==> src/rtl/demux32_1x4_reg_pkg.sv <==
// Shared constants for the 1-to-4 registered demultiplexer: default widths,
// channel count, channel indices and the select decoder.
package demux32_1x4_reg_pkg;

   localparam int WIDTH_DEF = 32;
   localparam int CNT_W_DEF = 16;
   localparam int N_CH      = 4;

   localparam logic [1:0] CH_A = 2'd0;
   localparam logic [1:0] CH_B = 2'd1;
   localparam logic [1:0] CH_C = 2'd2;
   localparam logic [1:0] CH_D = 2'd3;

   function automatic logic [N_CH-1:0] sel_onehot(input logic [1:0] sel);
      logic [N_CH-1:0] oh;
      case (sel)
         CH_A:    oh = 4'b0001;
         CH_B:    oh = 4'b0010;
         CH_C:    oh = 4'b0100;
         CH_D:    oh = 4'b1000;
         default: oh = 4'b0000;
      endcase
      return oh;
   endfunction

endpackage

==> src/rtl/demux_slot.sv <==
// One output channel: holding register, valid flag and delivery counter.
// A slot reports itself free when empty or when its word leaves this cycle.
module demux_slot
   import demux32_1x4_reg_pkg::*;
#(
   parameter int WIDTH = WIDTH_DEF,
   parameter int CNT_W = CNT_W_DEF
) (
   input  logic             clk,
   input  logic             rst_n,
   input  logic             i_load,
   input  logic [WIDTH-1:0] i_data,
   input  logic             i_ready,
   input  logic             i_cnt_clr,
   output logic             o_valid,
   output logic [WIDTH-1:0] o_data,
   output logic [CNT_W-1:0] o_cnt,
   output logic             o_free
);

   logic             r_valid;
   logic [WIDTH-1:0] r_data;
   logic [CNT_W-1:0] r_cnt;
   logic             w_take;

   assign w_take  = r_valid & i_ready;
   assign o_free  = ~r_valid | i_ready;
   assign o_valid = r_valid;
   assign o_data  = r_data;
   assign o_cnt   = r_cnt;

   // Word storage: a reload in the delivery cycle keeps the slot full.
   always_ff @(posedge clk or negedge rst_n) begin
      if (!rst_n) begin
         r_valid <= 1'b0;
         r_data  <= {WIDTH{1'b0}};
      end else if (i_load) begin
         r_valid <= 1'b1;
         r_data  <= i_data;
      end else if (w_take) begin
         r_valid <= 1'b0;
      end else begin
         r_valid <= r_valid;
      end
   end

   // Delivery counter: clear has priority over a coincident handshake.
   always_ff @(posedge clk or negedge rst_n) begin
      if (!rst_n) begin
         r_cnt <= {CNT_W{1'b0}};
      end else if (i_cnt_clr) begin
         r_cnt <= {CNT_W{1'b0}};
      end else if (w_take) begin
         r_cnt <= r_cnt + CNT_W'(1);
      end else begin
         r_cnt <= r_cnt;
      end
   end

endmodule

==> src/rtl/demux32_1x4_reg.sv <==
// Registered 1-to-4 demultiplexer with broadcast and per-channel delivery
// counters. This level only decodes the target and computes in_ready.
module demux32_1x4_reg
   import demux32_1x4_reg_pkg::*;
#(
   parameter int WIDTH = WIDTH_DEF,
   parameter int CNT_W = CNT_W_DEF
) (
   input  logic                  clk,
   input  logic                  rst_n,
   input  logic [WIDTH-1:0]      in_data,
   input  logic [1:0]            in_sel,
   input  logic                  in_bcast,
   input  logic                  in_valid,
   output logic                  in_ready,
   output logic [N_CH*WIDTH-1:0] out_data,
   output logic [N_CH-1:0]       out_valid,
   input  logic [N_CH-1:0]       out_ready,
   input  logic                  cnt_clr,
   output logic [N_CH*CNT_W-1:0] out_cnt
);

   logic [N_CH-1:0] w_free;
   logic [N_CH-1:0] w_target;
   logic [N_CH-1:0] w_load;
   logic            w_accept;

   // Target decode and readiness: every targeted slot must be free, so a
   // broadcast is taken only when all four can load together.
   always_comb begin
      w_target = {N_CH{1'b0}};
      if (in_bcast) begin
         w_target = {N_CH{1'b1}};
      end else begin
         w_target = sel_onehot(in_sel);
      end
      in_ready = &(w_free | ~w_target);
      w_accept = in_valid & in_ready;
      w_load   = w_target & {N_CH{w_accept}};
   end

   for (genvar g = 0; g < N_CH; g++) begin : g_slot
      demux_slot #(
         .WIDTH (WIDTH),
         .CNT_W (CNT_W)
      ) u_slot (
         .clk       (clk),
         .rst_n     (rst_n),
         .i_load    (w_load[g]),
         .i_data    (in_data),
         .i_ready   (out_ready[g]),
         .i_cnt_clr (cnt_clr),
         .o_valid   (out_valid[g]),
         .o_data    (out_data[g*WIDTH +: WIDTH]),
         .o_cnt     (out_cnt[g*CNT_W +: CNT_W]),
         .o_free    (w_free[g])
      );
   end

endmodule

==> config.mk <==
export PLATFORM = sky130hd
export DESIGN_NAME = demux32_1x4_reg
export DESIGN_NICKNAME = d
export VERILOG_FILES = /design/src/rtl/demux32_1x4_reg_pkg.sv /design/src/rtl/demux_slot.sv /design/src/rtl/demux32_1x4_reg.sv
export SDC_FILE = /design/constraint.sdc
export NUM_CORES = 1
export LEC_CHECK = 0
export CAP_MARGIN = 20
export CORE_ASPECT_RATIO = 1.1
export CORE_MARGIN = 4
export CORE_UTILIZATION = 35
export CTS_CLUSTER_DIAMETER = 100
export DETAILED_ROUTE_END_ITERATION = 10
export PLACE_DENSITY = 0.62
export SLEW_MARGIN = 20
export SYNTH_ARGS = -nofsm -noshare
export SYNTH_HDL_FRONTEND = slang
export SYNTH_HIERARCHICAL = 1
export SYNTH_SLANG_ARGS = --single-unit
==> constraint.sdc <==
create_clock -name clk -period 6.1 [get_ports clk]
set_clock_uncertainty 0.15 [all_clocks]
set_input_delay 1.83 -clock clk [delete_from_list [all_inputs] [get_ports clk]]
set_output_delay 1.83 -clock clk [all_outputs]
set_load 0.03 [all_outputs]
After elaboration in Yosys (flattened, before gate mapping)
Index checks and enable logic that the tools add are counted.
- input port bits: 43
- register bits after elaboration: 196
- output and inout port bits: 197
- RAM bits: 0
- bits in read-only memories: 0
- memories: 0
- word-level logic and storage cells: 63
- latch bits: 0
- multiplexer cells: 18
- $add $sub $neg: 4
- equality and inequality tests: 3
- order comparisons: 0
- shift-type cells: 0
- bitwise gates (word level): 16
- divide/modulo/power cells: 0
- reductions and logical operators: 10
- multipliers: 0
- operators with widths (cell ; number):
    $mux W16 ; 8
    $add A16 B1 Y16 const B ; 4
    $pmux W4 S4 ; 1
    $reduce_bool A2 Y1 ; 8
    $mux W1 ; 8
    $and A1 B1 Y1 ; 5
    $and A4 B4 Y4 ; 1
    $eq A2 B2 Y1 const B ; 2
    $mux W4 ; 1
    $not A1 Y1 ; 4
    $not A4 Y4 ; 1
    $or A1 B1 Y1 ; 4
    $or A4 B4 Y4 ; 1
    $reduce_and A4 Y1 ; 1
    $eq A2 B1 Y1 const B ; 1
    $logic_not A2 Y1 ; 1

Logic depth before layout (Yosys ltp)
- depth in word-level cells: 9
- mapped depth: 7
- depth with buffers taken out: 5

Hierarchy
Netlist, hierarchy kept.
- by module, submodules not included (module ; cells each ; area each (µm²) ; times used ; seq. area each (µm²)):
    demux_slot ; 159 ; 2068.2 ; 4 ; 1226.2
    demux32_1x4_reg ; 17 ; 110.1 ; 1 ; 0.0

Least setup slack after synthesis
No wires, ideal clock.
- kind: input to output
- from: input out_ready[3]
- to: output in_ready
- required time: 4.120 ns
- arrival time: 2.704 ns
- setup slack: 1.416 ns
- buffers on the path: 0
- stages: 4
- path through: nand2b_1 > nand2_1 > a22o_1 > nor2_1
- longest elaborated chain between the ends: 3
- RTL lines (what ; RTL line ; source):
    start, declared ; demux32_1x4_reg.sv:18 ; input logic [N_CH-1:0] out_ready,
    $or A1 B1 Y1 ; demux_slot.sv:27 ; assign o_free = ~r_valid | i_ready;
    $or A4 B4 Y4 ; demux32_1x4_reg.sv:37 ; in_ready = &(w_free | ~w_target);
    $reduce_and A4 Y1 ; demux32_1x4_reg.sv:37 ;
    end, declared ; demux32_1x4_reg.sv:15 ; output logic in_ready,
No other way between the ends.

Worst setup path in the final report
- from: input out_ready[3]
- to: output in_ready
- longest elaborated chain between the ends: 3
- RTL lines (what ; RTL line ; source):
    $or A1 B1 Y1 ; demux_slot.sv:27 ;
    net w_free[3] ; demux32_1x4_reg.sv:23 ; logic [N_CH-1:0] w_free;
    $or A4 B4 Y4 ; demux32_1x4_reg.sv:37 ;
    $reduce_and A4 Y1 ; demux32_1x4_reg.sv:37 ;
The timed path passes the listed nets, and every way through them passes these cells.

==> results.yml <==
placed_design:
  port_buffers: 239
  hpwl_um: 14800
  gp_congestion: 0.835
  place_ws_ns: 0.296
die:
  fp.dieW_um: 156
  ios: 240
  dieHeight_um: 170
  row_count: 59
  core_area_um2: 23600
  start_util_pct: 35.5
  dieArea_um2: 26500
sta:
  slew_viol_final: 0
  layout_min_cycle_time_ns: 5.81
  rsz0062_at_grt: "no"
  hold_ws_ns: 0.355
  hold_violations: 0
  setup_viol: 0
  fin_setup_tns_ns: 0
  layout_worst_path_cycle_share_pct: 95.2
  fmaxAchievable_mhz: 172
  worst_pin_slew_ns: 0.686
  relSlewSlack_pct: 54.3
  fin_ws_ns: 0.293
yosys:
  synth_top_family_by_area: "multiplexers"
  ys_seq_area_share_pct: 58.5
  yosysUniqueCellTypes: 34
  synthAdderAreaFrac_pct: 0.597
  syn_inst: 653
  synth_area_um2: 8380
  synth_ff_type: "dfrtp_1"
  synthXorXnorAreaFrac_pct: 3.76
  syn_nets: 700
  synth_mux_area_share_pct: 18.9
  synth-edff-count: 0
  ys.warnings.count: 6
  synth-compound-area-share_pct: 3.04
  synthSimpleGateAreaFrac_pct: 13.3
  async_reset_ff_share_pct: 100
  ys_ff_latch: 196
  syn_avg_cell_area_um2: 12.8
global_routing:
  use_met2_pct: 26.0
  busiest_layer: "met2"
  grt.met3_usage_pct: 7.60
  grt_pass1_vias: 6288
  antenna_found_initial: 0
  grt_max_degree: 119
  grt_overflow_total: 0
  use_met1_pct: 21.6
  grt_usage_pct: 16.7
  grt_pass1_wl_um: 35200
power_and_ir_drop:
  power_leakage_nw: 4.62
  vdd_drop_max_mv: 0.223
  pwr_density_cell_nw_per_um2: 378
critical_path:
  critical_path_arrival_ns: 3.83
  start_kind: "input port"
  path_class: "input port to primary output"
  cp_max_fo: 5
  rr_startpoint: "g_slot[3].u_slot/o_valid$_DFFE_PN0P_"
  critPathRequiredTime_ns: 4.12
  end_kind: "primary output"
  setup.worst_path.start: "out_ready[3]"
flow_run:
  cap_violations: 0
status:
  status: "finished, final reports clean"
clock_network:
  htreeDepth: 4
  cts.repair.resized: 0
  postCtsSetupRepairBufs: 0
  numClockSinks: 196
  cts_buffers: 17
  cts_hold_buf: 0
  cts_root_buf: "clkbuf_16"
  clock_latency_ns: 0.42
  cts_tree: "built"
  cts.path.max_buffers: 2
  clk_pin_slew_ns: 0.07
detailed_routing:
  via_per_inst: 4.99
  dr.pass1.iters: 4
  antenna_left: 0
  drc: 0
  via_count: 6036
  wl_per_cell_um: 18.1
  drt-total-wl_um: 21900
  drt_iter0_drc: 266
final_layout:
  drive_above_1_share_pct: 22.7
  nNetsFinal: 938
  antennaDiodeCount: 0
  syn_to_final_growth_pct: 39.8
  fillers: 2179
worst_hold_path:
  min_from: "g_slot[3].u_slot/o_data[12]$_DFFE_PN0P_"
  hold_path_class: "flip-flop to flip-flop"
==> stage by stage <==
stage	utilization (%)	power [mW]	instances	area, um^2
after floorplan	-	2.61	653	8380
after global placement	47.1	3.36	1177	11100
after detailed placement	47.1	3.37	1177	11100
after CTS	49.6	4.51	1209	11700
after global routing	49.6	4.66	1209	11700
final	49.6	4.44	1209	11700
==> metal layers <==
metal	share of wire [%]	wire length (um)	up-vias
li1	-	-	2811
met1	43	9400	3014
met2	46	10100	196
met3	10	2250	15
met4	1.0	221	0
met5	0	0	-
==> kinds of logic after synthesis <==
kind of cell    after synthesis
simple gates                198
flops                       196
mux                         141
compound gates               40
buf+inv                      38
xor+xnor                     36
fa+ha+maj                     4
==> path summary, 6_finish.rpt <==
kind                                                           end  slack [ns]  depth (start not counted)
max                                                       in_ready        0.29                          6
max reg2reg                 g_slot[1].u_slot/o_data[6]$_DFFE_PN0P_        3.37                          6
max in group asynchronous   g_slot[3].u_slot/o_cnt[10]$_DFFE_PN0P_        3.44                          2
min reg2reg                g_slot[3].u_slot/o_data[12]$_DFFE_PN0P_        0.36                          1
min                        g_slot[3].u_slot/o_data[12]$_DFFE_PN0P_        0.36                          1
min in group asynchronous    g_slot[2].u_slot/o_cnt[6]$_DFFE_PN0P_        1.27                          1
==> final cells by class <==
cell class,instances,area (um^2),area share (%)
Inverter,10,37.5,0.320
Multi-Input combinational cell,419,3350,28.5
Clock inverter,14,160,1.37
Tap cell,305,382,3.26
Clock buffer,18,429,3.66
Timing Repair Buffer,247,2460,21.0
Sequential cell,196,4900,41.8
==> report_power, final <==
group,switching (mW),internal [mW]
registers,0.150,1.57
logic,0.898,0.712
clock network,0.555,0.553
==> cells in the mapped netlist, types with 4 or more instances <==
master	n	area (um^2)
nor4b_1	8	70.1
and3_1	4	25.0
o41ai_1	8	70.1
o21ai_0	4	20.0
nand3_2	8	80.1
nand2b_1	8	50.1
nor3_1	4	20.0
inv_1	10	37.5
ha_1	4	50.1
nand2_1	21	78.8
nor4_1	24	150
a21oi_1	21	105
dfrtp_1	196	4900
buf_2	12	60.1
nor2_2	4	25.0
or4b_1	4	40.0
nand3_1	28	140
or3b_1	4	35.0
xor2_1	8	70.1
nor3_2	4	40.0
xnor2_1	28	245
clkbuf_1	12	45.0
mux2_2	140	1580
buf_1	4	15.0
nand4_1	8	50.1
nor2_1	53	199
or3_1	4	25.0
a21oi_2	4	35.0
and4_1	4	35.0
nor2b_1	8	50.1
==> critical path, cell delays in order <==
cell	delay (ns)
clkdlybuf4s50_1	0.55
nand2b_1	0.24
nand2_1	0.08
a22o_1	0.32
nor2_1	0.13
clkdlybuf4s50_1	0.67
==> placed cells by master, fill, tap and decap left out, types with 3 or more instances in the layout <==
| cell type | instances |
|---|---|
| clkdlybuf4s50_1 | 237 |
| dfrtp_1 | 196 |
| mux2_2 | 140 |
| nor2_1 | 53 |
| nand3_1 | 28 |
| xnor2_1 | 28 |
| nor4_1 | 24 |
| nand2_1 | 21 |
| a21oi_1 | 21 |
| clkbuf_16 | 17 |
| inv_1 | 10 |
| nand2b_1 | 8 |
| nand3_2 | 8 |
| nor2b_1 | 8 |
| nand4_1 | 8 |
| o41ai_1 | 8 |
| xor2_1 | 8 |
| buf_4 | 7 |
| nor4b_2 | 4 |
| inv_6 | 4 |
| clkinv_8 | 4 |
| a21oi_2 | 4 |
| and4_1 | 4 |
| and3_1 | 4 |
| nor3_2 | 4 |
| or3b_1 | 4 |
| nor2_2 | 4 |
| or4b_1 | 4 |
| nor3_1 | 4 |
| o21ai_0 | 4 |
| or3_1 | 4 |
| nor4b_1 | 4 |
| ha_1 | 4 |
| clkinv_4 | 3 |
| inv_8 | 3 |
==> sequential cells by signal (all words and copies together) (netlist names) <==
signal,count
g_slot.u_slot/o_valid,4
g_slot.u_slot/o_data,128
g_slot.u_slot/o_cnt,64
(Power assumes the default switching activity.)
